<file path="config.mk">
export PLATFORM = sky130hd
export DESIGN_NAME = pipe_hazard_ctrl_flat
export DESIGN_NICKNAME = d
export VERILOG_FILES = /design/src/rtl/pipe_hazard_ctrl_if.sv /design/src/rtl/pipe_hazard_ctrl.sv /design/src/flat_wrapper.sv
export SDC_FILE = /design/constraint.sdc
export NUM_CORES = 1
export LEC_CHECK = 0
export CAP_MARGIN = 20
export CORE_MARGIN = 2
export CORE_UTILIZATION = 31
export DETAILED_ROUTE_END_ITERATION = 8
export HOLD_SLACK_MARGIN = 0.1
export PLACE_DENSITY = 0.88
export SETUP_SLACK_MARGIN = 0.3
export SLEW_MARGIN = 40
export SYNTH_ARGS = -nofsm -noshare
export SYNTH_HDL_FRONTEND = slang
export SYNTH_SLANG_ARGS = --single-unit
</file>
<file path="constraint.sdc">
create_clock -name clk_i -period 2.7 [get_ports clk_i]
set_input_delay 0.54 -clock clk_i [delete_from_list [all_inputs] [get_ports clk_i]]
set_output_delay 0.54 -clock clk_i [all_outputs]
set_load 0.02 [all_outputs]
</file>
<file path="src/rtl/pipe_hazard_ctrl_if.sv">
// Pipeline control bus between the fetch/decode/execute datapath and pipe_hazard_ctrl.
// Purely combinational signal bundle, no flow control of its own.
interface pipe_hazard_ctrl_if #(
    parameter int XLEN   = 32,
    parameter int REG_AW = 5
);
    logic [REG_AW-1:0] dec_rs1_addr_i;
    logic [REG_AW-1:0] dec_rs2_addr_i;
    logic [6:0]        ex_opcode_i;
    logic [REG_AW-1:0] ex_rd_addr_i;
    logic              redirect_i;
    logic [XLEN-1:0]   redirect_pc_i;
    logic              lsu_busy_i;
    logic              dbg_halt_req_i;

    logic              pc_stall_o;
    logic              pc_load_o;
    logic [XLEN-1:0]   pc_load_val_o;
    logic              dec_halt_o;
    logic              pipe_hold_o;
    logic              flush_o;
    logic              dbg_halted_o;
    logic [2:0]        state_o;
    logic [31:0]       stall_cnt_o;
    logic [31:0]       flush_cnt_o;

    modport master (
        output dec_rs1_addr_i, dec_rs2_addr_i, ex_opcode_i, ex_rd_addr_i,
               redirect_i, redirect_pc_i, lsu_busy_i, dbg_halt_req_i,
        input  pc_stall_o, pc_load_o, pc_load_val_o, dec_halt_o, pipe_hold_o,
               flush_o, dbg_halted_o, state_o, stall_cnt_o, flush_cnt_o
    );

    modport slave (
        input  dec_rs1_addr_i, dec_rs2_addr_i, ex_opcode_i, ex_rd_addr_i,
               redirect_i, redirect_pc_i, lsu_busy_i, dbg_halt_req_i,
        output pc_stall_o, pc_load_o, pc_load_val_o, dec_halt_o, pipe_hold_o,
               flush_o, dbg_halted_o, state_o, stall_cnt_o, flush_cnt_o
    );
endinterface

</file>
<file path="src/rtl/pipe_hazard_ctrl.sv">
// RV32I pipeline sequencer: redirect flush, load-use bubble, LSU wait, debug drain. Mealy, 0-cycle response.
// Optional perf counters behind PIPE_CTRL_PERF_EN; holds/stalls are the backpressure it emits.
module pipe_hazard_ctrl #(
    parameter int XLEN         = 32,
    parameter int REG_AW       = 5,
    parameter int FLUSH_CYCLES = 2,
    parameter int DRAIN_CYCLES = 3
) (
    input  logic             clk_i,
    input  logic             reset_i,
    pipe_hazard_ctrl_if.slave bus
);
    typedef enum logic [2:0] {
        RUN      = 3'd0,
        FLUSH    = 3'd1,
        WAIT_MEM = 3'd2,
        DRAIN    = 3'd3,
        HALTED   = 3'd4
    } state_t;

    state_t          state, state_nxt;
    logic [2:0]      cnt, cnt_nxt;
    logic            lu;
    logic [REG_AW-1:0] ex_rd;
    logic            pc_stall, pc_load, dec_halt, pipe_hold, flush, halted;
    logic [XLEN-1:0] pc_load_val;

    assign ex_rd = bus.ex_rd_addr_i;
    assign lu = (bus.ex_opcode_i == 7'b0000011) && (ex_rd != '0) &&
                ((ex_rd == bus.dec_rs1_addr_i) || (ex_rd == bus.dec_rs2_addr_i));

    always_ff @(posedge clk_i) begin
        if (reset_i) begin
            state <= RUN;
            cnt   <= 3'd0;
        end else begin
            state <= state_nxt;
            cnt   <= cnt_nxt;
        end
    end

    always_comb begin
        state_nxt   = state;
        cnt_nxt     = cnt;
        pc_stall    = 1'b0;
        pc_load     = 1'b0;
        pc_load_val = '0;
        dec_halt    = 1'b0;
        pipe_hold   = 1'b0;
        flush       = 1'b0;
        halted      = 1'b0;
        case (state)
            RUN: begin
                if (bus.redirect_i) begin
                    pc_load     = 1'b1;
                    pc_load_val = bus.redirect_pc_i;
                    dec_halt    = 1'b1;
                    flush       = 1'b1;
                    cnt_nxt     = 3'(FLUSH_CYCLES - 1);
                    state_nxt   = (FLUSH_CYCLES == 1) ? RUN : FLUSH;
                end else if (bus.lsu_busy_i) begin
                    pipe_hold = 1'b1;
                    pc_stall  = 1'b1;
                    state_nxt = WAIT_MEM;
                end else if (lu) begin
                    // One bubble suffices: next cycle execute holds rd=x0.
                    pc_stall = 1'b1;
                    dec_halt = 1'b1;
                end else if (bus.dbg_halt_req_i) begin
                    pc_stall  = 1'b1;
                    dec_halt  = 1'b1;
                    cnt_nxt   = 3'(DRAIN_CYCLES - 1);
                    state_nxt = DRAIN;
                end
            end
            FLUSH: begin
                // The redirect cycle already used one slot, so leave when the count reaches 0.
                dec_halt = 1'b1;
                flush    = 1'b1;
                cnt_nxt  = cnt - 3'd1;
                if (cnt_nxt == 3'd0) state_nxt = RUN;
            end
            WAIT_MEM: begin
                if (bus.lsu_busy_i) begin
                    pipe_hold = 1'b1;
                    pc_stall  = 1'b1;
                end else begin
                    state_nxt = RUN;
                end
            end
            DRAIN: begin
                pc_stall = 1'b1;
                dec_halt = 1'b1;
                if (!bus.dbg_halt_req_i) begin
                    state_nxt = RUN;
                end else if (cnt == 3'd0) begin
                    state_nxt = HALTED;
                end else begin
                    cnt_nxt = cnt - 3'd1;
                end
            end
            HALTED: begin
                pc_stall = 1'b1;
                dec_halt = 1'b1;
                halted   = 1'b1;
                if (!bus.dbg_halt_req_i) state_nxt = RUN;
            end
            default: begin
                state_nxt = RUN;
                cnt_nxt   = 3'd0;
            end
        endcase
    end

    // Reset forces every output quiet regardless of the combinational terms.
    assign bus.pc_stall_o    = pc_stall  & ~reset_i;
    assign bus.pc_load_o     = pc_load   & ~reset_i;
    assign bus.pc_load_val_o = reset_i ? '0 : pc_load_val;
    assign bus.dec_halt_o    = dec_halt  & ~reset_i;
    assign bus.pipe_hold_o   = pipe_hold & ~reset_i;
    assign bus.flush_o       = flush     & ~reset_i;
    assign bus.dbg_halted_o  = halted    & ~reset_i;
    assign bus.state_o       = reset_i ? 3'd0 : state;

`ifdef PIPE_CTRL_PERF_EN
    logic [31:0] stall_cnt, flush_cnt;

    always_ff @(posedge clk_i) begin
        if (reset_i) begin
            stall_cnt <= 32'd0;
            flush_cnt <= 32'd0;
        end else begin
            if (pc_stall) stall_cnt <= stall_cnt + 32'd1;
            if (flush)    flush_cnt <= flush_cnt + 32'd1;
        end
    end

    assign bus.stall_cnt_o = reset_i ? 32'd0 : stall_cnt;
    assign bus.flush_cnt_o = reset_i ? 32'd0 : flush_cnt;
`else
    assign bus.stall_cnt_o = 32'd0;
    assign bus.flush_cnt_o = 32'd0;
`endif
endmodule

</file>
<file path="src/flat_wrapper.sv">
// flat-port wrapper written by rule: the top's interface ports become plain ports
module pipe_hazard_ctrl_flat 
#(
    parameter int XLEN         = 32,
    parameter int REG_AW       = 5,
    parameter int FLUSH_CYCLES = 2,
    parameter int DRAIN_CYCLES = 3
)
  (clk_i, reset_i, bus_dec_rs1_addr_i, bus_dec_rs2_addr_i, bus_ex_opcode_i, bus_ex_rd_addr_i, bus_redirect_i, bus_redirect_pc_i, bus_lsu_busy_i, bus_dbg_halt_req_i, bus_pc_stall_o, bus_pc_load_o, bus_pc_load_val_o, bus_dec_halt_o, bus_pipe_hold_o, bus_flush_o, bus_dbg_halted_o, bus_state_o, bus_stall_cnt_o, bus_flush_cnt_o);
  pipe_hazard_ctrl_if #(.XLEN(XLEN), .REG_AW(REG_AW)) bus_i ();
  input  logic clk_i;
  input  logic reset_i;
  input wire logic [$bits(bus_i.dec_rs1_addr_i)-1:0] bus_dec_rs1_addr_i;
  input wire logic [$bits(bus_i.dec_rs2_addr_i)-1:0] bus_dec_rs2_addr_i;
  input wire logic [$bits(bus_i.ex_opcode_i)-1:0] bus_ex_opcode_i;
  input wire logic [$bits(bus_i.ex_rd_addr_i)-1:0] bus_ex_rd_addr_i;
  input wire logic [$bits(bus_i.redirect_i)-1:0] bus_redirect_i;
  input wire logic [$bits(bus_i.redirect_pc_i)-1:0] bus_redirect_pc_i;
  input wire logic [$bits(bus_i.lsu_busy_i)-1:0] bus_lsu_busy_i;
  input wire logic [$bits(bus_i.dbg_halt_req_i)-1:0] bus_dbg_halt_req_i;
  output wire logic [$bits(bus_i.pc_stall_o)-1:0] bus_pc_stall_o;
  output wire logic [$bits(bus_i.pc_load_o)-1:0] bus_pc_load_o;
  output wire logic [$bits(bus_i.pc_load_val_o)-1:0] bus_pc_load_val_o;
  output wire logic [$bits(bus_i.dec_halt_o)-1:0] bus_dec_halt_o;
  output wire logic [$bits(bus_i.pipe_hold_o)-1:0] bus_pipe_hold_o;
  output wire logic [$bits(bus_i.flush_o)-1:0] bus_flush_o;
  output wire logic [$bits(bus_i.dbg_halted_o)-1:0] bus_dbg_halted_o;
  output wire logic [$bits(bus_i.state_o)-1:0] bus_state_o;
  output wire logic [$bits(bus_i.stall_cnt_o)-1:0] bus_stall_cnt_o;
  output wire logic [$bits(bus_i.flush_cnt_o)-1:0] bus_flush_cnt_o;
  assign bus_i.dec_rs1_addr_i = bus_dec_rs1_addr_i;
  assign bus_i.dec_rs2_addr_i = bus_dec_rs2_addr_i;
  assign bus_i.ex_opcode_i = bus_ex_opcode_i;
  assign bus_i.ex_rd_addr_i = bus_ex_rd_addr_i;
  assign bus_i.redirect_i = bus_redirect_i;
  assign bus_i.redirect_pc_i = bus_redirect_pc_i;
  assign bus_i.lsu_busy_i = bus_lsu_busy_i;
  assign bus_i.dbg_halt_req_i = bus_dbg_halt_req_i;
  assign bus_pc_stall_o = bus_i.pc_stall_o;
  assign bus_pc_load_o = bus_i.pc_load_o;
  assign bus_pc_load_val_o = bus_i.pc_load_val_o;
  assign bus_dec_halt_o = bus_i.dec_halt_o;
  assign bus_pipe_hold_o = bus_i.pipe_hold_o;
  assign bus_flush_o = bus_i.flush_o;
  assign bus_dbg_halted_o = bus_i.dbg_halted_o;
  assign bus_state_o = bus_i.state_o;
  assign bus_stall_cnt_o = bus_i.stall_cnt_o;
  assign bus_flush_cnt_o = bus_i.flush_cnt_o;
  pipe_hazard_ctrl #(.XLEN(XLEN), .REG_AW(REG_AW), .FLUSH_CYCLES(FLUSH_CYCLES), .DRAIN_CYCLES(DRAIN_CYCLES)) u_core (.clk_i(clk_i), .reset_i(reset_i), .bus(bus_i));
endmodule
</file>
==> out/metrics.cfg, run 1 <==
[outcome]
status = completed

[synth]
synth-edff-count = 0
synth_cell_type_count = 42
synth-seq-cells = 6
syn_avg_cell_area_um2 = 7.12
ys_seq_area_frac = 0.0800
synth.cell_area_um2 = 1500
ys.flop_type = dfxtp_1
ys_warn_count = 0
async_flop_share = 0
synth_cells = 211

[floorplanning]
dieHeight_um = 73.6
coreArea_um2 = 4690
rows = 25
die-area_um2 = 5420
fp.dieW_um = 73.6
start_util = 0.320
io_pins = 164

[sta]
setup_viol = 0
fin_crit_ps = 2430
setup_ws_ps = 268
clock_skew_ps = 4.72
hold_viol_final = 0
rsz0062_at_grt = yes
finalMaxSlewViolations = 0
post-route-period-util = 0.901
max_freq_mhz = 411
timing.hold.ws_ps = 531

[placed_design]
pre_cts_slack_ps = -344
gp_congestion = 0.918
hpwl_um = 3780
post_dp_cell_area_um2 = 2410
io_buffers = 99

[worst_setup_path]
critical-path-top-delay-family = buffers and inverters
path_max_fanout = 2
critPathLaunch = bus_dec_rs2_addr_i[3]
worstPathArrival_ps = 1890
r2r_setup_slack_ps = 900
path_cells = clkdlybuf4s50_1, xnor2_1, nand2_1, o22ai_2, a21oi_2, a31oi_1, buf_4
crit_path_top_delay_cell = clkdlybuf4s50_1
path_class = in2out
slowest_delay_ps = 480
startpoint_type = primary input
worstReg2RegStart = u_core.state[1]
cp-end-kind = output port
crit_required_ps = 2160
crit_buf_inv = 2

[finish]
final_area_um2 = 2360
nets = 391
area_growth_syn_to_layout_pct = 57.4
drive_gt1_frac = 0.220
final_common_cell = conb_1
final_util = 0.504
mostFrequentLayoutCells = 64 x conb_1, 45 x clkdlybuf4s50_1, 32 x and2_1, 29 x buf_2, 23 x buf_4
antenna_cells = 0
fillers = 489

[clocking]
cts_made_buffers = 3
clk_path_buf_depth = 2
cts_tree = built
htreeDepth = 1
ctsRootBufferMaster = clkbuf_8
clk_pin_slew_ps = 40
clk_latency_ps = 230
clock-sinks = 6
hold_buffers = 0

[grt]
grt-ovfl-total = 0
grt_pass1_vias = 1420
grt_pass1_wl_um = 6610
grt_start_max_net_pins = 16
antenna_found_initial = 0
grt_usage = 0.155

[power_and_ir_drop]
seq_power_share = 0.156
switching_power_uw = 414
comb_power_share = 0.691
clkPwrFrac = 0.152
swShare = 0.457
p_per_area_nw_per_um2 = 383
p_total_uw = 906
leakagePower_uw = 0.00123
p_int_uw = 491
peakVddDrop_v = 0.000255

[detailed_routing]
routed_wirelength_um = 4570
detail-route-antenna-nets = 0
first_pass_iters = 4
drt-initial-drc-count = 42
routed_via_density = 4.24
drc = 0
num_vias = 1614
wl_per_cell_um = 12.0

[job]
drv_cap = 0

[hold_path]
min_path_type = reg2reg
worstHoldStart = u_core.cnt[1]

## metrics by stage
stage | setup TNS (ps) | instances
CTS | 0 | 381
global route | 0 | 381
floorplan | 0 | 274
detailed placement | -7230 | 373
global placement | -6390 | 373
finish | 0 | 381
## synth_stat cells (2+ instances only)
| cell | n | area, um^2 |
|---|---|---|
| a211oi_1 | 2 | 15.0 |
| a21o_1 | 2 | 15.0 |
| a21oi_1 | 11 | 55.1 |
| and2_1 | 32 | 200 |
| buf_4 | 66 | 495 |
| clkbuf_1 | 3 | 11.3 |
| clkbuf_8 | 2 | 27.5 |
| dfxtp_1 | 6 | 120 |
| ha_1 | 3 | 37.5 |
| inv_1 | 7 | 26.3 |
| nand2_1 | 7 | 26.3 |
| nand2b_1 | 4 | 25.0 |
| nand3_1 | 4 | 20.0 |
| nor2_1 | 14 | 52.6 |
| nor3_1 | 5 | 25.0 |
| o21ai_0 | 7 | 35.0 |
| xnor2_1 | 11 | 96.3 |
## worst min-delay path: stages, from the launching register on
cell	delay (ps)
dfxtp_1	290
inv_1	110
a211oi_1	80
## layer usage
layer,GRT usage,part of all wire
met4,0.0485,0.0066
met2,0.293,0.55
met1,0.179,0.36
met3,0.0165,0.081
met5,0,0
## sequential cells by signal (all words and copies together), names as in the netlist
register	count
u_core.cnt	3
u_core.state	3
## timing repair
item	4_1_cts	5_1_grt
setup buffers	4	0
gates resized for setup	160	7
pin swaps	8	7
endpoints found under the setup margin	41	35
cloned	1	0
## final timing paths
path                                        end  depth (start not counted)
worst max-delay path             bus_dec_halt_o                          7
worst max register to register  u_core.state[0]                          7
worst min register to register    u_core.cnt[1]                          2
worst min-delay path              u_core.cnt[1]                          2
## cell families (layout without fill, tap and decap cells)
kind of cell | after synthesis | count (layout) | synth area share
buffers and inverters | 79 | 132 | 0.381
AND/OR/NAND/NOR | 75 | 75 | 0.283
AO/OA/AOI/OAI | 34 | 34 | 0.148
XOR/XNOR | 11 | 11 | 0.0642
flip-flops | 6 | 6 | 0.0800
adder cells (fa/ha/maj) | 3 | 3 | 0.0250
multiplexers | 2 | 2 | 0.0167
other | 1 | 64 | 0.00250
## power by group through the flow
stage | combinational (uW) | sequential, uW | clock, uW
4_1_cts | 625 | 141 | 142
6_report | 626 | 142 | 138
2_1_floorplan | 465 | 122 | 0
3_3_place_gp | 628 | 141 | 0
3_5_place_dp | 638 | 141 | 0
5_1_grt | 679 | 145 | 147
## area by class of cell
cell class              count  area [um^2]  share of cell area
flip-flops and latches      6          121              0.0513
well taps                  54         67.6              0.0286
inverters                   7         26.3              0.0111
clock buffers               3         41.3              0.0175
repair buffers            122         1030               0.437
multi-input cells         189         1070               0.454
Note: power is estimated with default switching activity, not from simulation.
==> inputs of run 2 (changes only) <==
--- a/config.mk
+++ b/config.mk
@@ -16,3 +16,4 @@
 export SYNTH_ARGS = -nofsm -noshare
 export SYNTH_HDL_FRONTEND = slang
 export SYNTH_SLANG_ARGS = --single-unit
+export TNS_END_PERCENT = 30
==> out/metrics.cfg, run 2 (synthesis results as in run 1) <==
[outcome]
status = completed

[clocking]
clk_pin_slew_ps = 40
cts_made_buffers = 3
clk_latency_ps = 230
clk_path_buf_depth = 2
htreeDepth = 1
ctsRootBufferMaster = clkbuf_8
cts_tree = built
hold_buffers = 0
clock-sinks = 6

[worst_setup_path]
startpoint_type = primary input
crit_required_ps = 2160
path_class = in2out
critPathLaunch = bus_dec_rs2_addr_i[4]
worstPathArrival_ps = 1930
worstReg2RegStart = u_core.state[1]
cp-end-kind = output port
path_max_fanout = 2

[finish]
mostFrequentLayoutCells = 64 x conb_1, 48 x clkdlybuf4s50_1, 32 x and2_1, 23 x buf_4, 22 x clkbuf_2
area_growth_syn_to_layout_pct = 56.4
multi_input_comb_area_um2 = 1070
final_area_um2 = 2350
nets = 391
reg_top3 = u_core.cnt x3, u_core.state x3
final_util = 0.501
final_cells = 381
fillers = 496
antenna_cells = 0
drive_gt1_frac = 0.217
final_common_cell = conb_1
seq_area_um2 = 121

[detailed_routing]
routed_via_density = 4.23
detail-route-antenna-nets = 0
num_vias = 1611
routed_wirelength_um = 4590
drt-initial-drc-count = 48
wl_per_cell_um = 12.1
first_pass_iters = 4
drc = 0

[sta]
clock_skew_ps = 4.65
rsz0062_at_grt = yes
hold_viol_final = 0
timing.hold.ws_ps = 530
finalMaxSlewViolations = 0
setup_viol = 0
fin_crit_ps = 2470
post-route-period-util = 0.913
max_freq_mhz = 406
setup_ws_ps = 235

[power_and_ir_drop]
switching_power_uw = 417
peakVddDrop_v = 0.000259
seq_power_share = 0.156
p_int_uw = 491
swShare = 0.459
clkPwrFrac = 0.153
leakagePower_uw = 0.00119
p_per_area_nw_per_um2 = 387
comb_power_share = 0.691

[placed_design]
io_buffers = 99
pre_cts_slack_ps = -344
post_dp_cell_area_um2 = 2410
gp_congestion = 0.918
hpwl_um = 3780
dpl.cell_count = 373

[grt]
grt_use_met2 = 0.293
use_met3 = 0.0165
grt-ovfl-total = 0
grt_usage = 0.154
grt_start_max_net_pins = 16
busiest_layer = met2
use_met1 = 0.178
antenna_found_initial = 0
grt_pass1_wl_um = 6600
grt_pass1_vias = 1425

[hold_path]
worstHoldStart = u_core.cnt[1]
min_path_type = reg2reg

[floorplanning]
start_util = 0.320
dieHeight_um = 73.6
die-area_um2 = 5420
coreArea_um2 = 4690
rows = 25
io_pins = 164
fp.dieW_um = 73.6

[job]
drv_cap = 0

==> run 2: changes by cell type in the layout (fill, tap and decap cells not counted), sizes merged <==
cell | previous run | this run
clkbuf | 5 | 25
buf | 54 | 35
clkdlybuf4s50 | 45 | 48
dlymetal6s2s | 3 | 0
clkdlybuf4s15 | 2 | 1
==> run 2: layer usage <==
metal	part of all wire	up-vias	wire length (um)
li1	-	798	-
met1	0.37	725	1690
met2	0.55	84	2540
met3	0.073	4	337
met4	0.0061	0	28
met5	0	-	0
==> run 2: final timing paths <==
check / end / slack [ps] / cells after the start
max: bus_dec_halt_o / 230 / 7
min: u_core.cnt[1] / 530 / 2
max reg2reg: u_core.state[0] / 920 / 7
min reg2reg: u_core.cnt[1] / 530 / 2
==> run 2: area by class of cell <==
class / count / area share
Clock buffer: 3 / 0.0176
Inverter: 7 / 0.0112
Multi-Input combinational cell: 189 / 0.457
Sequential cell: 6 / 0.0517
Tap cell: 54 / 0.0288
Timing Repair Buffer: 122 / 0.434
==> run 2: worst max-delay path, stage by stage <==
cell	delay (ps)
clkdlybuf4s50_1	470
xnor2_1	120
nand3_1	110
o22ai_2	220
a21oi_2	90
a31oi_1	200
buf_4	180
==> run 2: metrics by stage <==
step	setup TNS [ps]	total power, uW
2_1_floorplan	0	587
3_3_place_gp	-6390	768
3_5_place_dp	-7230	779
4_1_cts	0	915
5_1_grt	0	972
6_report	0	908
==> run 2: power groups by stage <==
stage	registers, uW	clock network [uW]	logic, uW
2_1_floorplan	122	0	465
3_5_place_dp	141	0	638
5_1_grt	145	147	680
3_3_place_gp	141	0	628
6_report	142	139	627
4_1_cts	140	142	634
==> run 2: repair_timing <==
item                                    in CTS  in global routing
endpoints found under the setup margin      41                 36
pin swaps                                    8                  3
resized for setup                          113                 31
gates cloned                                 1                  0
setup buffers                                4                  0
